==> config.mk <==
export PLATFORM = sky130hd
export DESIGN_NAME = ysyx_24090003_exec_ctrl
export DESIGN_NICKNAME = d
export VERILOG_FILES = /design/src/rtl/ysyx_24090003_exec_ctrl.sv
export SDC_FILE = /design/constraint.sdc
export NUM_CORES = 1
export LEC_CHECK = 0
export ABC_AREA = 1
export ABC_CLOCK_PERIOD_IN_PS = 1300
export CAP_MARGIN = 20
export CORE_MARGIN = 2
export CORE_UTILIZATION = 25
export DETAILED_ROUTE_END_ITERATION = 12
export SLEW_MARGIN = 20
export SYNTH_ARGS = -nofsm -noshare
export SYNTH_HDL_FRONTEND = slang
export SYNTH_SLANG_ARGS = --single-unit
export TNS_END_PERCENT = 10
==> constraint.sdc <==
create_clock -name clock -period 1.3 [get_ports clock]
set_input_delay 0.195 -clock clock [delete_from_list [all_inputs] [get_ports clock]]
set_output_delay 0.195 -clock clock [all_outputs]
set_load 0.03 [all_outputs]
==> src/rtl/ysyx_24090003_exec_ctrl.sv <==
// Multi-cycle execution controller: FETCH/DECODE/EXEC/MEM/WB sequencing with a sticky HALT.
// Optional watchdog (ERR state, timeout_err) is built only with EXEC_CTRL_WATCHDOG_EN defined.
module ysyx_24090003_exec_ctrl #(
    parameter int TIMEOUT_CYCLES = 256
) (
    input  logic        clock,
    input  logic        reset,
    output logic        ifu_req,
    input  logic        inst_valid,
    input  logic [31:0] inst,
    output logic [31:0] ir,
    output logic [2:0]  imm_type,
    output logic        lsu_req,
    output logic        lsu_wen,
    input  logic        lsu_done,
    output logic        rf_wen,
    output logic        pc_wen,
    output logic        halt,
    output logic        timeout_err,
    output logic [2:0]  state
);

    typedef enum logic [2:0] {
        FETCH  = 3'd0,
        DECODE = 3'd1,
        EXEC   = 3'd2,
        MEM    = 3'd3,
        WB     = 3'd4,
        HALT   = 3'd5
`ifdef EXEC_CTRL_WATCHDOG_EN
        , ERR  = 3'd6
`endif
    } state_t;

    state_t     cur, nxt;
    logic [6:0] opcode;
    logic       legal, is_mem, is_store, writes_rd;

    assign opcode   = ir[6:0];
    assign is_mem   = (opcode == 7'b0000011) || (opcode == 7'b0100011);
    assign is_store = (opcode == 7'b0100011);

    always_comb begin
        imm_type = 3'b000;
        legal    = 1'b1;
        case (opcode)
            7'b0010011, 7'b0000011, 7'b1100111, 7'b1110011: imm_type = 3'b001;
            7'b0100011:                                     imm_type = 3'b010;
            7'b1100011:                                     imm_type = 3'b011;
            7'b0110111, 7'b0010111:                         imm_type = 3'b100;
            7'b1101111:                                     imm_type = 3'b101;
            7'b0110011:                                     imm_type = 3'b000;
            default:                                        legal    = 1'b0;
        endcase
    end

    always_comb begin
        writes_rd = 1'b0;
        case (opcode)
            7'b0110011, 7'b0010011, 7'b0000011, 7'b0110111,
            7'b0010111, 7'b1101111, 7'b1100111: writes_rd = (ir[11:7] != 5'd0);
            default:                            writes_rd = 1'b0;
        endcase
    end

`ifdef EXEC_CTRL_WATCHDOG_EN
    localparam int CW = $clog2(TIMEOUT_CYCLES + 1);
    logic [CW-1:0] wait_cnt;
    logic          wait_limit;

    assign wait_limit = (wait_cnt == CW'(TIMEOUT_CYCLES - 1));

    // Any state change clears the count, so entering FETCH or MEM always starts from zero.
    always_ff @(posedge clock) begin
        if (reset || nxt != cur)
            wait_cnt <= '0;
        else if (cur == FETCH || cur == MEM)
            wait_cnt <= wait_cnt + 1'b1;
    end
`else
    logic unused_timeout;
    assign unused_timeout = (TIMEOUT_CYCLES > 0);
`endif

    always_comb begin
        nxt = cur;
        case (cur)
            FETCH: begin
                if (inst_valid) nxt = DECODE;
`ifdef EXEC_CTRL_WATCHDOG_EN
                else if (wait_limit) nxt = ERR;
`endif
            end
            DECODE: nxt = EXEC;
            EXEC: begin
                if (is_mem)                                nxt = MEM;
                else if (ir == 32'h0010_0073 || !legal)    nxt = HALT;
                else                                       nxt = WB;
            end
            MEM: begin
                if (lsu_done) nxt = WB;
`ifdef EXEC_CTRL_WATCHDOG_EN
                else if (wait_limit) nxt = ERR;
`endif
            end
            WB:   nxt = FETCH;
            HALT: nxt = HALT;
`ifdef EXEC_CTRL_WATCHDOG_EN
            ERR:  nxt = ERR;
`endif
            default: nxt = FETCH;
        endcase
    end

    always_ff @(posedge clock) begin
        if (reset) begin
            cur <= FETCH;
            ir  <= 32'd0;
        end else begin
            cur <= nxt;
            if (cur == FETCH && inst_valid) ir <= inst;
        end
    end

    // Requests and write pulses are suppressed combinationally while reset is held.
    assign ifu_req = (cur == FETCH) && !reset;
    assign lsu_req = (cur == MEM) && !reset;
    assign lsu_wen = lsu_req && is_store;
    assign pc_wen  = (cur == WB) && !reset;
    assign rf_wen  = pc_wen && writes_rd;
    assign halt    = (cur == HALT);
    assign state   = cur;
`ifdef EXEC_CTRL_WATCHDOG_EN
    assign timeout_err = (cur == ERR);
`else
    assign timeout_err = 1'b0;
`endif

endmodule
==> qor.txt, run 1 <==
Hold_sp: ir[13]
Post-synth top cells: inv_1, dfxtp_1, o21ai_0, a21oi_1, nor2_1
Minimum clock period: 1.583 ns
Width of the chip: 83.35 µm
Hold path cells: 2
Cell mode on critical path: buf_6
Startpoint Class: flop
Gr usage total: 0.1398
Max cap viols: 0
Via/cell ratio: 4.325
Clock Path Buffers: 2
Starting Density: 0.2627
Critical Path Max Stage Delay: 0.36 ns
Synth Cell Area: 1574 µm²
Final WS setup: -0.2827 ns
Crit path max fanout: 3
Final hold vios: 0
EDFF count, synth: 0
CTS root buf: clkbuf_8
Fill count: 603
Fin. max-slew vios: 0
Area contributors post-synth: dfxtp_1, o21ai_0, a21oi_1
Dominant cell type by area after synthesis: dfxtp_1
Reg2Reg Depth: 13
Mapped Cells: 223
GRT overflow: 0
Clk pin slew, worst setup/hold paths: 0.07 ns
1st-pass router iterations: 4
Die footprint: 6946 µm²
Num rows: 28
Top cell type's share of synthesized area: 0.4452
CTS Buf Count: 5
Final Util: 0.4883
Fin area: 2925 µm²
IO Pins: 81
Initial drt markers: 32
Die height: 83.35 µm
Worst vdd ir: 0.6797 mV
DRC Markers: 0
Reg-to-reg endpoint: state[0]
Hold Path Sink: ir[13]
HP Class: flop to flop
Reg2reg setup slack: -0.27 ns
First-pass GRT wire length: 8031 µm
Syn Area/Cell: 7.058 µm²
Placed Area: 2646 µm²
Layout cells sized above 1: 0.3079
Leakage: 0.001273 µW
CP max-delay cell: dfxtp_4
Vias in the first global route: 1712
Count leader, synth: inv_1
Setup crit end kind: output port
Area Overhead vs Synth: 85.85%
Avg WL per Cell: 11.65 µm
Routed Antenna Nets: 0
Antenna fix cells: 0
Asr flop ratio synth: 0
CTS sink count: 35
Initial antenna violation count: 0
Achievable Freq: 631.8 MHz
Post-synth cell types: 25
Part of the Yosys area used for sequential elements: 0.4452
Final wirelength: 4695 µm
Vias after detailed routing: 1743
Failing checks: setup timing
Period utilisation layout: 1.217
Worst-path cell chain: inv_4, nand2_4, nor2_4, buf_6, inv_2, o2111ai_2, buf_6
Pin count of the biggest net entering global routing: 45
CTS tree: yes
Pwr per Cell Area: 1429 nW/µm²
H-tree Lvls: 2
Yosys Warn Count: 0
Most used DFF post-synth: dfxtp_1
CP Data Arrival Time: 1.39 ns
Core Box Area: 5991 µm²
Clock latency on the worst-skew pair: 0.29 ns
DPL Wire Length: 3531 µm
GPL Wtd Cong: 0.8238
Status: complete, but fails checks
RSZ-0062 raised after global routing: true
Setup CP Type: flop to output port
Req. time, crit path: 1.11 ns
Nets: 363
Clk_skew: 0.008652 ns
Reg-to-Reg Start: ir[6]
Net count after synthesis: 259
Port buffer count: 79
Final setup vio count: 10
Synth Register Bits: 35
Post-route setup TNS: -2.038 ns
## routing by layer
metal | GRT usage | vias to the layer above | part of all wire
met4 | 0.03130 | 0 | 0.0058
li1 | - | 927 | -
met2 | 0.2280 | 50 | 0.47
met1 | 0.1753 | 762 | 0.45
met5 | 0 | - | 0
met3 | 0.05268 | 4 | 0.075
## per-stage QoR
stage	setup slack, ns	hold slack [ns]	total power [µW]	cells
2_1_floorplan	-0.1472	0.2501	2477	223
5_1_grt	-0.3883	0.4893	4477	403
6_report	-0.2827	0.4558	4181	403
3_5_place_dp	-0.2016	0.4510	3294	386
3_3_place_gp	-0.1492	0.4469	3276	386
4_1_cts	-0.2968	0.4592	4166	402
## how the worst max path moves through the flow
stage	depth (start not counted)	slack, ns	start	to
after global placement	5	-0.15	reset	rf_wen
after global routing	13	-0.39	ir[6]	state[0]
final	7	-0.28	ir[2]	imm_type[0]
after CTS	9	-0.30	ir[3]	rf_wen
after detailed placement	5	-0.20	reset	rf_wen
after floorplan	5	-0.15	ir[3]	lsu_wen
## worst max-delay path: cells and delay by family (launching register included)
| family | cells | cell delay [ns] |
|---|---|---|
| buf+inv | 4 | 0.37 |
| simple gates | 2 | 0.20 |
| compound gates | 1 | 0.17 |
| flops | 1 | 0.36 |
## state kept, by name, summed over array words and instances (netlist names)
| name | cells |
|---|---|
| ir | 32 |
| state | 3 |
## cells in the final DEF (no fill, tap or decap), types with 6 or more instances in the layout
cell type,instances
a21oi_1,32
buf_4,30
buf_6,9
clkdlybuf4s15_1,9
clkdlybuf4s50_1,35
dfxtp_1,25
dfxtp_4,7
dlygate4sd2_1,20
inv_1,35
inv_2,8
nand2_1,11
nand3_1,7
nand3_2,6
nor2_1,15
o21ai_0,26
o21ai_1,8
## cell type report
class	count	area, µm²	share of cell area
Sequential cell	35	730.7	0.2498
Multi-Input combinational cell	133	812.0	0.2776
Clock buffer	6	93.84	0.03208
Inverter	45	173.9	0.05945
Clock inverter	2	13.76	0.004705
Tap cell	75	93.84	0.03208
Timing Repair Buffer	107	1007	0.3443
## cells by family after synthesis
group / count (synthesis) / synth area share
other: 1 / 0.002382
AOI/OAI and AO/OA: 71 / 0.2345
and+or+nand+nor: 61 / 0.1836
buffers and inverters: 55 / 0.1343
DFF: 35 / 0.4451
## repair_timing
item                                    4_1_cts  5_1_grt
buffers inserted                              8        1
endpoints found under the setup margin       40       49
pin swaps                                     8        5
gates resized for setup                      49       33
cloned                                        0        0
hold buffers                                  0        0
## power by group
group	switching, µW	leakage, µW	internal [µW]
combinational	1070	0.000921	720
clock	421	0.0000563	494
sequential	183	0.000295	1300
Power figures use the tool's default switching activity.
==> run 2, diff against run 1 <==
--- a/config.mk
+++ b/config.mk
@@ -11,6 +11,7 @@
 export CORE_MARGIN = 2
 export CORE_UTILIZATION = 25
 export DETAILED_ROUTE_END_ITERATION = 12
+export MAX_ROUTING_LAYER = met4
 export SLEW_MARGIN = 20
 export SYNTH_ARGS = -nofsm -noshare
 export SYNTH_HDL_FRONTEND = slang
==> run 2 against run 1 <==
Largest power group unchanged. Fmax shrank 0.15%. Via count is the same. Die area is the same. The flow still finishes with violations (setup timing).
==> qor.txt, run 2 (synthesized netlist as in run 1, its figures left out) <==
Initial drt markers: 21 (was 32)
Hold_sp: ir[13] (unchanged)
Period utilisation layout: 1.219 (was 1.217)
RSZ-0062 raised after global routing: true (unchanged)
Vias in the first global route: 1712 (unchanged)
Worst-path cell chain: inv_4, nand2_4, nor2_4, buf_6, inv_2, o2111ai_2, buf_6 (unchanged)
Pwr per Cell Area: 1429 nW/µm² (about the same)
Clock latency on the worst-skew pair: 0.29 ns (about the same)
DPL Wire Length: 3531 µm (unchanged)
1st-pass router iterations: 3 (was 4)
Final setup vio count: 10 (unchanged)
Final wirelength: 4677 µm (was 4695 µm)
Gr usage total: 0.1433 (was 0.1398)
CTS tree: yes (unchanged)
Achievable Freq: 630.9 MHz (was 631.8 MHz)
First-pass GRT wire length: 8024 µm (was 8031 µm)
Fill count: 605 (was 603)
Req. time, crit path: 1.11 ns (about the same)
DRC Markers: 0 (unchanged)
Die footprint: 6946 µm² (unchanged)
Final WS setup: -0.2851 ns (was -0.2827 ns)
Clk pin slew, worst setup/hold paths: 0.07 ns (about the same)
Setup crit end kind: output port (unchanged)
Worst vdd ir: 0.6795 mV (was 0.6797 mV)
Clk_skew: 0.009545 ns (was 0.008652 ns)
GRT overflow: 0 (unchanged)
Post-route setup TNS: -2.041 ns (was -2.038 ns)
Fin area: 2923 µm² (was 2925 µm²)
Pin count of the biggest net entering global routing: 45 (unchanged)
CTS sink count: 35 (unchanged)
Critical Path Max Stage Delay: 0.36 ns (about the same)
Largest register FFs: 32 (unchanged)
Initial antenna violation count: 0 (unchanged)
CP bufs+invs: 4 (unchanged)
Setup CP Type: flop to output port (unchanged)
CTS root buf: clkbuf_8 (unchanged)
Failing checks: setup timing (unchanged)
Starting Density: 0.2627 (unchanged)
IO Pins: 81 (unchanged)
Leakage: 0.001278 µW (was 0.001273 µW)
Die height: 83.35 µm (unchanged)
Fin. max-slew vios: 0 (unchanged)
Area Overhead vs Synth: 85.69% (was 85.85%)
CP max-delay cell: dfxtp_4 (unchanged)
CP Data Arrival Time: 1.39 ns (about the same)
CTS Buf Count: 5 (unchanged)
Final hold vios: 0 (unchanged)
Avg WL per Cell: 11.61 µm (was 11.65 µm)
Width of the chip: 83.35 µm (unchanged)
Via/cell ratio: 4.325 (unchanged)
Vias after detailed routing: 1743 (unchanged)
Most frequent cells in the layout: inv_1, clkdlybuf4s50_1, a21oi_1 (unchanged)
Final Util: 0.4879 (was 0.4883)
Reg with most FFs: ir (unchanged)
Cts hold-fix bufs: 0 (unchanged)
HP Class: flop to flop (unchanged)
Placed Area: 2646 µm² (unchanged)
GPL Wtd Cong: 0.8362 (was 0.8238)
Hold Path Sink: ir[13] (unchanged)
Reg-to-Reg Start: ir[6] (unchanged)
Critical path's top delay family: buffers and inverters (unchanged)
Antenna fix cells: 0 (unchanged)
Hold slack: 0.4561 ns (was 0.4558 ns)
Max cap viols: 0 (unchanged)
Reg2reg setup slack: -0.27 ns (about the same)
Port buffer count: 79 (unchanged)
Reg2Reg Depth: 13 (unchanged)
Layout cells sized above 1: 0.3079 (unchanged)
Cell mode on critical path: buf_6 (unchanged)
Cell count after placement: 386 (unchanged)
Hold path cells: 2 (unchanged)
Reg-to-reg endpoint: state[0] (unchanged)
Startpoint Class: flop (unchanged)
Clock Path Buffers: 2 (unchanged)
Post-route insts no fill: 403 (unchanged)
Crit path max fanout: 3 (unchanged)
Num rows: 28 (unchanged)
Nets: 363 (unchanged)
Routed Antenna Nets: 0 (unchanged)
Core Box Area: 5991 µm² (unchanged)
H-tree Lvls: 2 (unchanged)
Minimum clock period: 1.585 ns (was 1.583 ns)
Status: complete, but fails checks (unchanged)
==> run 2: cell type report <==
cell class                      instances  area, µm²  share of cell area
Clock inverter                          2      13.76            0.004709
Multi-Input combinational cell        133      812.0              0.2778
Sequential cell                        35      730.7              0.2500
Timing Repair Buffer                  107       1005              0.3437
Inverter                               45      173.9             0.05950
Clock buffer                            6      93.84             0.03211
Tap cell                               75      93.84             0.03211
==> run 2: worst register-to-register path, stage by stage (launching register included) <==
cell	delay [ns]
dfxtp_4	0.37
inv_2	0.13
nand3_4	0.10
nor2_4	0.11
nor2_2	0.05
buf_4	0.12
buf_4	0.12
buf_4	0.12
nand2_1	0.07
nand3_2	0.06
nand2_1	0.06
nand2_1	0.05
nand2_1	0.06
a21oi_2	0.05
==> run 2: what timing repair did <==
| action | 4_1_cts | 5_1_grt |
|---|---|---|
| pin swaps | 8 | 5 |
| endpoints found under the setup margin | 40 | 43 |
| gates resized for setup | 49 | 31 |
| buffers inserted | 8 | 1 |
==> run 2: metrics by stage <==
step	setup slack [ns]	power, µW
3_5_place_dp	-0.2016	3294
5_1_grt	-0.3883	4474
2_1_floorplan	-0.1472	2477
4_1_cts	-0.2968	4166
6_report	-0.2851	4175
3_3_place_gp	-0.1492	3276
==> run 2: worst max-delay path by stage <==
stage / end / depth (start not counted) / start
final: imm_type[0] / 7 / ir[2]
after global routing: state[0] / 13 / ir[6]
after CTS: rf_wen / 9 / ir[3]
after detailed placement: rf_wen / 5 / reset
after global placement: rf_wen / 5 / reset
after floorplan: lsu_wen / 5 / ir[3]
==> run 2: power by group <==
part           internal (µW)  leakage (µW)  switching, µW  total, µW
Sequential              1300      0.000295            182       1480
Clock                    494     0.0000563            417        911
Combinational            717      0.000926           1070       1780
==> run 2: layer usage <==
layer,global-route usage,part of all wire
met5,-,0
met3,0.04374,0.064
met4,0.03130,0.0086
met1,0.1796,0.46
met2,0.2280,0.47
==> run 3, diff against run 2 <==
--- a/config.mk
+++ b/config.mk
@@ -6,7 +6,7 @@
 export NUM_CORES = 1
 export LEC_CHECK = 0
 export ABC_AREA = 1
-export ABC_CLOCK_PERIOD_IN_PS = 1300
+export ABC_CLOCK_PERIOD_IN_PS = 1500
 export CAP_MARGIN = 20
 export CORE_MARGIN = 2
 export CORE_UTILIZATION = 25
==> constraint.sdc (replaced) <==
create_clock -name clock -period 1.5 [get_ports clock]
set_input_delay 0.225 -clock clock [delete_from_list [all_inputs] [get_ports clock]]
set_output_delay 0.225 -clock clock [all_outputs]
set_load 0.03 [all_outputs]
==> run 3 against run 2 <==
The flow still finishes with violations (setup timing). Cell count decreased by 3.0%. Final area decreased by 4.9%. Non-clock buffer count decreased by 12. Combinational power decreased by 20%. Die area unchanged. Hold slack improved by 0.0030 ns. Critical endpoint is now lsu_wen. Largest power group unchanged. Highest routed layer unchanged.
==> qor.txt, run 3 (synthesized netlist as in run 1, its figures left out) <==
Net Sw Power: 1357 µW (was 1666 µW)
GPL Wtd Cong: 0.8652 (was 0.8362)
Final hold vios: 0 (unchanged)
Status: complete, but fails checks (unchanged)
Hold path cells: 2 (unchanged)
Int Pwr: 2080 µW (was 2509 µW)
Layout cells sized above 1: 0.2342 (was 0.3079)
Antenna fix cells: 0 (unchanged)
Final wirelength: 4547 µm (was 4677 µm)
Fin. max-slew vios: 0 (unchanged)
CTS root buf: clkbuf_8 (unchanged)
DRC Markers: 0 (unchanged)
Final Util: 0.4639 (was 0.4879)
Final WS setup: -0.07881 ns (was -0.2851 ns)
Critical Path Max Stage Delay: 0.37 ns (was 0.36 ns)
Worst-path cell chain: nand2_2, nor2_4, nand3_4, nor4_4, buf_6 (was inv_4, nand2_4, nor2_4, buf_6, inv_2, o2111ai_2, buf_6)
Num rows: 28 (unchanged)
Avg WL per Cell: 11.63 µm (was 11.61 µm)
Die height: 83.35 µm (unchanged)
Clk_skew: 0.001135 ns (was 0.009545 ns)
Minimum clock period: 1.579 ns
Fill count: 642 (was 605)
Clk pwr share: 0.214 (was 0.218)
CTS Buf Count: 5 (unchanged)
Setup crit end kind: output port (unchanged)
Req. time, crit path: 1.27 ns (was 1.11 ns)
CP max-delay cell: dfxtp_4 (unchanged)
Vias in the first global route: 1641 (was 1712)
Initial antenna violation count: 0 (unchanged)
Crit path from: ir[1] (was ir[2])
Cell count after placement: 375 (was 386)
Port buffer count: 79 (unchanged)
Clk pin slew, worst setup/hold paths: 0.07 ns (about the same)
Leakage: 0.001235 µW (was 0.001278 µW)
Initial drt markers: 50 (was 21)
CTS tree: yes (unchanged)
Nets: 351 (was 363)
Largest register FFs: 32 (unchanged)
DP Worst Slack: -0.03994 ns (was -0.2016 ns)
Reg2Reg Depth: 13 (unchanged)
Width of the chip: 83.35 µm (unchanged)
Pin count of the biggest net entering global routing: 39 (was 45)
RSZ-0062 raised after global routing: true (unchanged)
GRT overflow: 0 (unchanged)
Max cap viols: 0 (unchanged)
Final setup vio count: 4 (was 10)
Hold_sp: ir[13] (unchanged)
Crit path max fanout: 5 (was 3)
Seq pwr share: 0.373 (was 0.355)
Routed Antenna Nets: 0 (unchanged)
Area Overhead vs Synth: 76.55% (was 85.69%)
Die footprint: 6946 µm² (unchanged)
Gr usage total: 0.1340 (was 0.1433)
Startpoint Class: flop (unchanged)
CP Data Arrival Time: 1.35 ns (was 1.39 ns)
Core Box Area: 5991 µm² (unchanged)
Most frequent cells in the layout: inv_1, clkdlybuf4s50_1, dlygate4sd2_1 (was inv_1, clkdlybuf4s50_1, a21oi_1)
Most common cell after layout, fill and taps aside: inv_1
Worst vdd ir: 0.5702 mV (was 0.6795 mV)
Failing checks: setup timing (unchanged)
IO Pins: 81 (unchanged)
Sw Share: 0.3948 (was 0.3990)
H-tree Lvls: 2 (unchanged)
Cts hold-fix bufs: 0 (unchanged)
First-pass GRT wire length: 7514 µm (was 8024 µm)
Logic pwr share: 0.413 (was 0.427)
Reg with most FFs: ir (unchanged)
Post-route insts no fill: 391 (was 403)
Clock Path Buffers: 2 (unchanged)
Via/cell ratio: 4.391 (was 4.325)
Starting Density: 0.2627 (unchanged)
Period utilisation layout: 1.053
Achievable Freq: 633.4 MHz
Clock latency on the worst-skew pair: 0.28 ns (was 0.29 ns)
Setup CP Type: flop to output port (unchanged)
HP Class: flop to flop (unchanged)
Pwr per Cell Area: 1237 nW/µm² (was 1429 nW/µm²)
Vias after detailed routing: 1717 (was 1743)
Reg-to-Reg Start: ir[1] (was ir[6])
DPL Wire Length: 3286 µm (was 3531 µm)
1st-pass router iterations: 4 (was 3)
CTS sink count: 35 (unchanged)
[run 3: timing repair]
item / 4_1_cts / 5_1_grt
endpoints found under the setup margin: 44 / 11
setup buffers: 6 / 2
pin swaps: 3 / 4
gates cloned: 0 / 0
resized for setup: 62 / 17
[run 3: final timing paths]
path         slack (ns)  endpoint
max               -0.08   lsu_wen
min reg2reg        0.46    ir[13]
max reg2reg       -0.06  state[0]
min                0.46    ir[13]
[run 3: through the flow]
stage / area, µm² / power (µW) / setup TNS [ns] / hold WS (ns)
final: 2779 / 3437 / -0.2564 / 0.4591
after global routing: 2779 / 3682 / -0.9614 / 0.4852
after CTS: 2705 / 3456 / -0.3619 / 0.4589
after detailed placement: 2527 / 2757 / -0.04376 / 0.4497
after global placement: 2527 / 2745 / -0.01963 / 0.4426
after floorplan: 1610 / 2108 / -0.4007 / 0.2874
[run 3: cell type report]
cell class                 count  area [µm²]  area share
multi-input combinational    133       768.2      0.2765
clock buffer                   8       100.1     0.03602
inverter                      45       176.4     0.06348
tap                           75       93.84     0.03377
sequential                    35       728.2      0.2620
timing repair buffer          95       912.1      0.3282
[run 3: power by group through the flow]
stage	Clock [µW]	Sequential (µW)	Combinational, µW
final	736	1280	1420
after global routing	813	1320	1550
after CTS	774	1280	1400
after detailed placement	0	1280	1480
after global placement	0	1280	1470
after floorplan	0	1610	503
[run 3: critical path: cells and delay by family (launching register included)]
| kind | cells | cell delay [ns] |
|---|---|---|
| buffers and inverters | 1 | 0.17 |
| and+or+nand+nor | 4 | 0.54 |
| DFF | 1 | 0.37 |
[run 3: layer usage]
layer / track usage / share of wire
met2: 0.2097 / 0.46
met1: 0.1627 / 0.45
met4: 0.03726 / 0.012
met5: - / 0
met3: 0.04871 / 0.079
